--- config.mk ---
export PLATFORM = sky130hd
export DESIGN_NAME = blank_scheduler
export DESIGN_NICKNAME = d
export VERILOG_FILES = /design/src/rtl/blank_scheduler.sv
export SDC_FILE = /design/constraint.sdc
export NUM_CORES = 1
export LEC_CHECK = 0
export ABC_AREA = 1
export CORE_UTILIZATION = 50
export CTS_CLUSTER_SIZE = 16
export DETAILED_ROUTE_END_ITERATION = 12
export PLACE_DENSITY = 0.87
export RECOVER_POWER = 50
export SETUP_SLACK_MARGIN = 0.05
export SLEW_MARGIN = 15
export SYNTH_ARGS = -nofsm -noshare
export SYNTH_HDL_FRONTEND = slang
export SYNTH_SLANG_ARGS = --single-unit
export TNS_END_PERCENT = 50
--- constraint.sdc ---
create_clock -name clk -period 2.5 [get_ports clk]
set_clock_uncertainty 0.1 [all_clocks]
set_input_delay 0.5 -clock clk [delete_from_list [all_inputs] [get_ports clk]]
set_output_delay 0.5 -clock clk [all_outputs]
set_load 0.01 [all_outputs]
--- src/rtl/blank_scheduler.sv ---
// blank_scheduler: sequences the physics, collision and score units once per
// frame inside the vertical blanking window of a 640x480 VGA timing chain.
// Optional watchdog on each unit's WAIT phase: define BLANK_SCHED_WDOG_EN.
module blank_scheduler #(
  parameter int VS_LINE  = 511,
  parameter int VE_LINE  = 31,
  parameter int WDOG_CYC = 2047
) (
  input  logic        clk,
  input  logic        rst,
  input  logic [9:0]  hc,
  input  logic [9:0]  vc,
  input  logic        pause,
  input  logic [2:0]  done,
  output logic [2:0]  go,
  output logic        frame_tick,
  output logic        busy,
  output logic        abort,
  output logic [7:0]  overrun_cnt,
  output logic [15:0] frame_cnt
);

  typedef enum logic [1:0] {IDLE, ISSUE, WAIT, DONE} state_t;

  state_t     state;
  state_t     state_nxt;
  logic [1:0] idx;
  logic [1:0] idx_nxt;
  logic       win_open;
  logic       win_close;
  logic       wdog_hit;

  // Overrun counter sticks at its top value instead of wrapping.
  function automatic logic [7:0] sat_inc8(input logic [7:0] v);
    return (v == 8'hFF) ? v : v + 8'd1;
  endfunction

  // Window edges are single-cycle decodes of the first pixel of a line.
  assign win_open  = (vc == 10'(VS_LINE)) && (hc == 10'd0);
  assign win_close = (vc == 10'(VE_LINE)) && (hc == 10'd0);

`ifdef BLANK_SCHED_WDOG_EN
  logic [10:0] wdog;

  // Watchdog: restarts on every ISSUE, counts while waiting for a unit.
  always_ff @(posedge clk) begin
    if (!rst) begin
      wdog <= 11'd0;
    end else if (state == ISSUE) begin
      wdog <= 11'd0;
    end else if (state == WAIT) begin
      wdog <= wdog + 11'd1;
    end
  end

  assign wdog_hit = (state == WAIT) && (wdog == 11'(WDOG_CYC));
`else
  // Watchdog compiled out: WAIT is left only by done or window close.
  assign wdog_hit = 1'b0 & (WDOG_CYC != 0);
`endif

  // State register and unit index.
  always_ff @(posedge clk) begin
    if (!rst) begin
      state <= IDLE;
      idx   <= 2'd0;
    end else begin
      state <= state_nxt;
      idx   <= idx_nxt;
    end
  end

  // Next-state and output decode; close/watchdog abort outranks done.
  always_comb begin
    state_nxt  = state;
    idx_nxt    = idx;
    go         = 3'b000;
    frame_tick = 1'b0;
    busy       = 1'b0;
    abort      = 1'b0;
    case (state)
      IDLE: begin
        if (win_open) begin
          frame_tick = 1'b1;
          if (!pause) begin
            idx_nxt   = 2'd0;
            state_nxt = ISSUE;
          end
        end
      end
      ISSUE: begin
        busy = 1'b1;
        if (win_close) begin
          abort     = 1'b1;
          state_nxt = IDLE;
        end else begin
          go        = 3'b001 << idx;
          state_nxt = WAIT;
        end
      end
      WAIT: begin
        busy = 1'b1;
        if (win_close || wdog_hit) begin
          abort     = 1'b1;
          state_nxt = IDLE;
        end else if (done[idx]) begin
          if (idx == 2'd2) begin
            state_nxt = DONE;
          end else begin
            idx_nxt   = idx + 2'd1;
            state_nxt = ISSUE;
          end
        end
      end
      DONE: begin
        state_nxt = IDLE;
      end
      default: begin
        state_nxt = IDLE;
      end
    endcase
    // Event pulses are held off while reset is asserted so counters and
    // pulses never disagree.
    frame_tick = frame_tick & rst;
    abort      = abort & rst;
  end

  // Frame and overrun statistics.
  always_ff @(posedge clk) begin
    if (!rst) begin
      frame_cnt   <= 16'd0;
      overrun_cnt <= 8'd0;
    end else begin
      if (frame_tick) frame_cnt <= frame_cnt + 16'd1;
      if (abort) overrun_cnt <= sat_inc8(overrun_cnt);
    end
  end

endmodule

==> results.cfg <==
[synthesis]
synth-compound-area-share = 0.0789
synth_cell_types = 26
synthAdderAreaFrac = 0.0549
syn-instance-count = 275
ys_warn_count = 0
synth_seq_cells = 28
synthTopCellsByArea = dfxtp_1, nand2_1, nor2_1, inv_1, ha_1
synth_xor_area_frac = 0.0384
ys_seq_area_frac = 0.307
syn_area_um2 = 1820
avgSynthCellArea_um2 = 6.63
synth_fp_nets = 309
synth-simple-area-share = 0.437
synth_top_area_frac = 0.307
synth-edff-count = 0
synth_mux_area_frac = 0
synth_top_flop_cell = dfxtp_1
yosysTopAreaCell = dfxtp_1
synth-async-reset-ratio = 0
synth_top_family_by_area = simple AND/OR/NAND/NOR gates

[grt]
grt_pass1_vias = 1917
grt_pass1_wl_um = 8310
antenna_found_initial = 0
grt_max_degree = 17
track_usage = 0.264
grt_remaining_overflow = 0

[cells_and_area]
final_common_cell = nand2_1
regArea_um2 = 561
final_nets = 390
syn_to_final_growth_pct = 47.1
drive_above_1_share = 0.177
final_util = 0.786
layout_common_cells = nand2_1, clkdlybuf4s50_1, nor2_1, inv_1, dfxtp_1
fillers = 230
multi_input_area_um2 = 1150
design_area_um2 = 2680
diodes = 0

[clock_tree]
clkTransAtPathRegs_ns = 0.16
root_buffer = clkbuf_4
clk_latency_ns = 0.35
cts_max_path_buffers = 2
htree_levels = 1
numClockSinks = 28
cts_tree = built
cts_made_buffers = 3
cts_hold_buf = 0

[detailed_routing]
drc = 0
ant_nets = 0
wire_per_inst_um = 12.8
drt_iter0_drc = 144
drtPass1Iterations = 4
num_vias = 2019
via_per_inst = 5.03
totalWireLength_um = 5120

[timing]
final_max_slew_viol_count = 0
fmax_mhz = 404
rsz0062_at_grt = true
setup_viol = 0
post-route-period-util = 0.990
finalHoldViolCount = 0
setup_tns_ns = 0
period_minus_slack_ns = 2.47
relSlewSlack = 0.774
tightest_slew_ns = 0.336
whs_ns = 0.395

[critical_path]
end_kind = output port
cp_top_family = buffers and inverters
crit_top_cell = nor2_4
crit_arrival_ns = 1.87
worstSetupPathType = in -> out
reg2reg_depth = 10
cp-start-kind = primary input
worstPathRequired_ns = 1.90
critPathMaxFanout = 2
r2r_start = state[1]
cp_num_cells = 9
cp_slowest_cell = clkdlybuf4s50_1
startpoint = vc[1]
max_stage_delay_ns = 0.48
rr_endpoint = overrun_cnt[2]
crit_chain = clkdlybuf4s50_1 -> nand2_1 -> nor2_4 -> buf_4 -> nand2_2 -> nor2_4 -> nand3_4 -> nor2_8 -> buf_2
crit_end = frame_tick
r2r_slack_ns = 0.70
critPathBufInv = 3

[floorplanning]
die_w_um = 62.4
dieArea_um2 = 3890
io_pins = 56
die_y_um = 62.4
core-area_um2 = 3420
rows = 21
start_util = 0.534

[placed_design]
io_buffers = 55
hpwl_um = 3380
placed_area_um2 = 2500
gp_congestion = 0.918

[power_and_ir_drop]
p_clk_frac = 0.366
p_switching_uw = 188
sw_frac_of_total = 0.220
leakage_nw = 1.10
p_comb_frac = 0.112
intPower_uw = 666
ir_drop_uv = 338
p_per_area_nw_per_um2 = 318
seqPwrFrac = 0.522

[flow_run]
cap_violations = 0

[min_path]
worstHoldPathType = reg -> reg

[status]
status = completed
worst min path at each step:
stage / start / to / depth (start not counted)
5_1_grt: frame_cnt[14] / frame_cnt[14] / 2
3_5_place_dp: frame_cnt[14] / frame_cnt[14] / 2
2_1_floorplan: state[1] / state[1] / 2
6_report: frame_cnt[14] / frame_cnt[14] / 2
3_3_place_gp: frame_cnt[13] / frame_cnt[13] / 2
4_1_cts: frame_cnt[14] / frame_cnt[14] / 2
layer usage:
| layer | track usage | share of wire | up-vias |
|---|---|---|---|
| li1 | - | - | 1031 |
| met1 | 0.307 | 0.42 | 922 |
| met2 | 0.470 | 0.52 | 52 |
| met3 | 0.0420 | 0.037 | 14 |
| met4 | 0.119 | 0.027 | 0 |
| met5 | 0 | 0 | - |
cell type report:
type,count,share of cell area
Multi-Input combinational cell,208,0.429
Timing Repair Buffer,79,0.269
Sequential cell,28,0.209
Inverter,36,0.0522
Tap cell,46,0.0214
Clock inverter,1,0.0112
Clock buffer,3,0.00839
power by group through the flow:
stage / Clock (mW) / Sequential, mW / Combinational, mW
6_report: 0.313 / 0.447 / 0.0954
5_1_grt: 0.335 / 0.447 / 0.101
4_1_cts: 0.311 / 0.447 / 0.0863
3_5_place_dp: 0 / 0.456 / 0.0746
3_3_place_gp: 0 / 0.456 / 0.0734
2_1_floorplan: 0 / 0.456 / 0.0235
per-stage QoR:
stage          instances  setup WS (ns)  power [mW]
2_1_floorplan        275          0.686       0.480
3_3_place_gp         384         -0.222       0.529
3_5_place_dp         384         -0.232       0.531
4_1_cts              398         0.0273       0.844
5_1_grt              401        -0.0186       0.883
6_report             401         0.0262       0.855
worst reg2reg max path, cell delays in order (launching register included):
cell and delay (ns):
dfxtp_1 0.40, inv_1 0.07, ha_1 0.36, nand2_1 0.17
nor2_8 0.14, buf_4 0.12, nand2_4 0.08, nor2_2 0.12
nand2_1 0.07, nand2_1 0.06, nor2_1 0.03
sequential cells by signal (all words and copies together), names as in the netlist:
signal	flops
frame_cnt	16
overrun_cnt	8
state	2
idx	2
timing repair:
item | CTS | global route
buffers inserted | 10 | 3
pin swaps | 4 | 7
setup endpoints to repair | 5 | 7
resized for setup | 17 | 11
cell usage after synthesis (2+ instances only):
| cell type | count |
|---|---|
| nand2_4 | 2 |
| nand2_1 | 65 |
| o21ai_2 | 2 |
| ha_1 | 8 |
| nor2_8 | 2 |
| nand4_1 | 7 |
| nor2_2 | 8 |
| inv_1 | 33 |
| xor2_1 | 8 |
| nand3_1 | 19 |
| clkbuf_1 | 2 |
| dfxtp_1 | 28 |
| nor2_1 | 44 |
| a21oi_1 | 18 |
| nand3_2 | 2 |
| nor3_1 | 9 |
| o21ai_0 | 6 |
| inv_2 | 2 |
| nor2_4 | 3 |
kinds of logic (layout without fill, tap and decap cells):
group | after synthesis | count (layout)
AND/OR/NAND/NOR | 165 | 165
buffers and inverters | 39 | 119
flip-flops | 28 | 28
AO/OA/AOI/OAI | 27 | 27
adder cells (fa/ha/maj) | 8 | 8
XOR/XNOR | 8 | 8
Power figures use the tool's default switching activity.
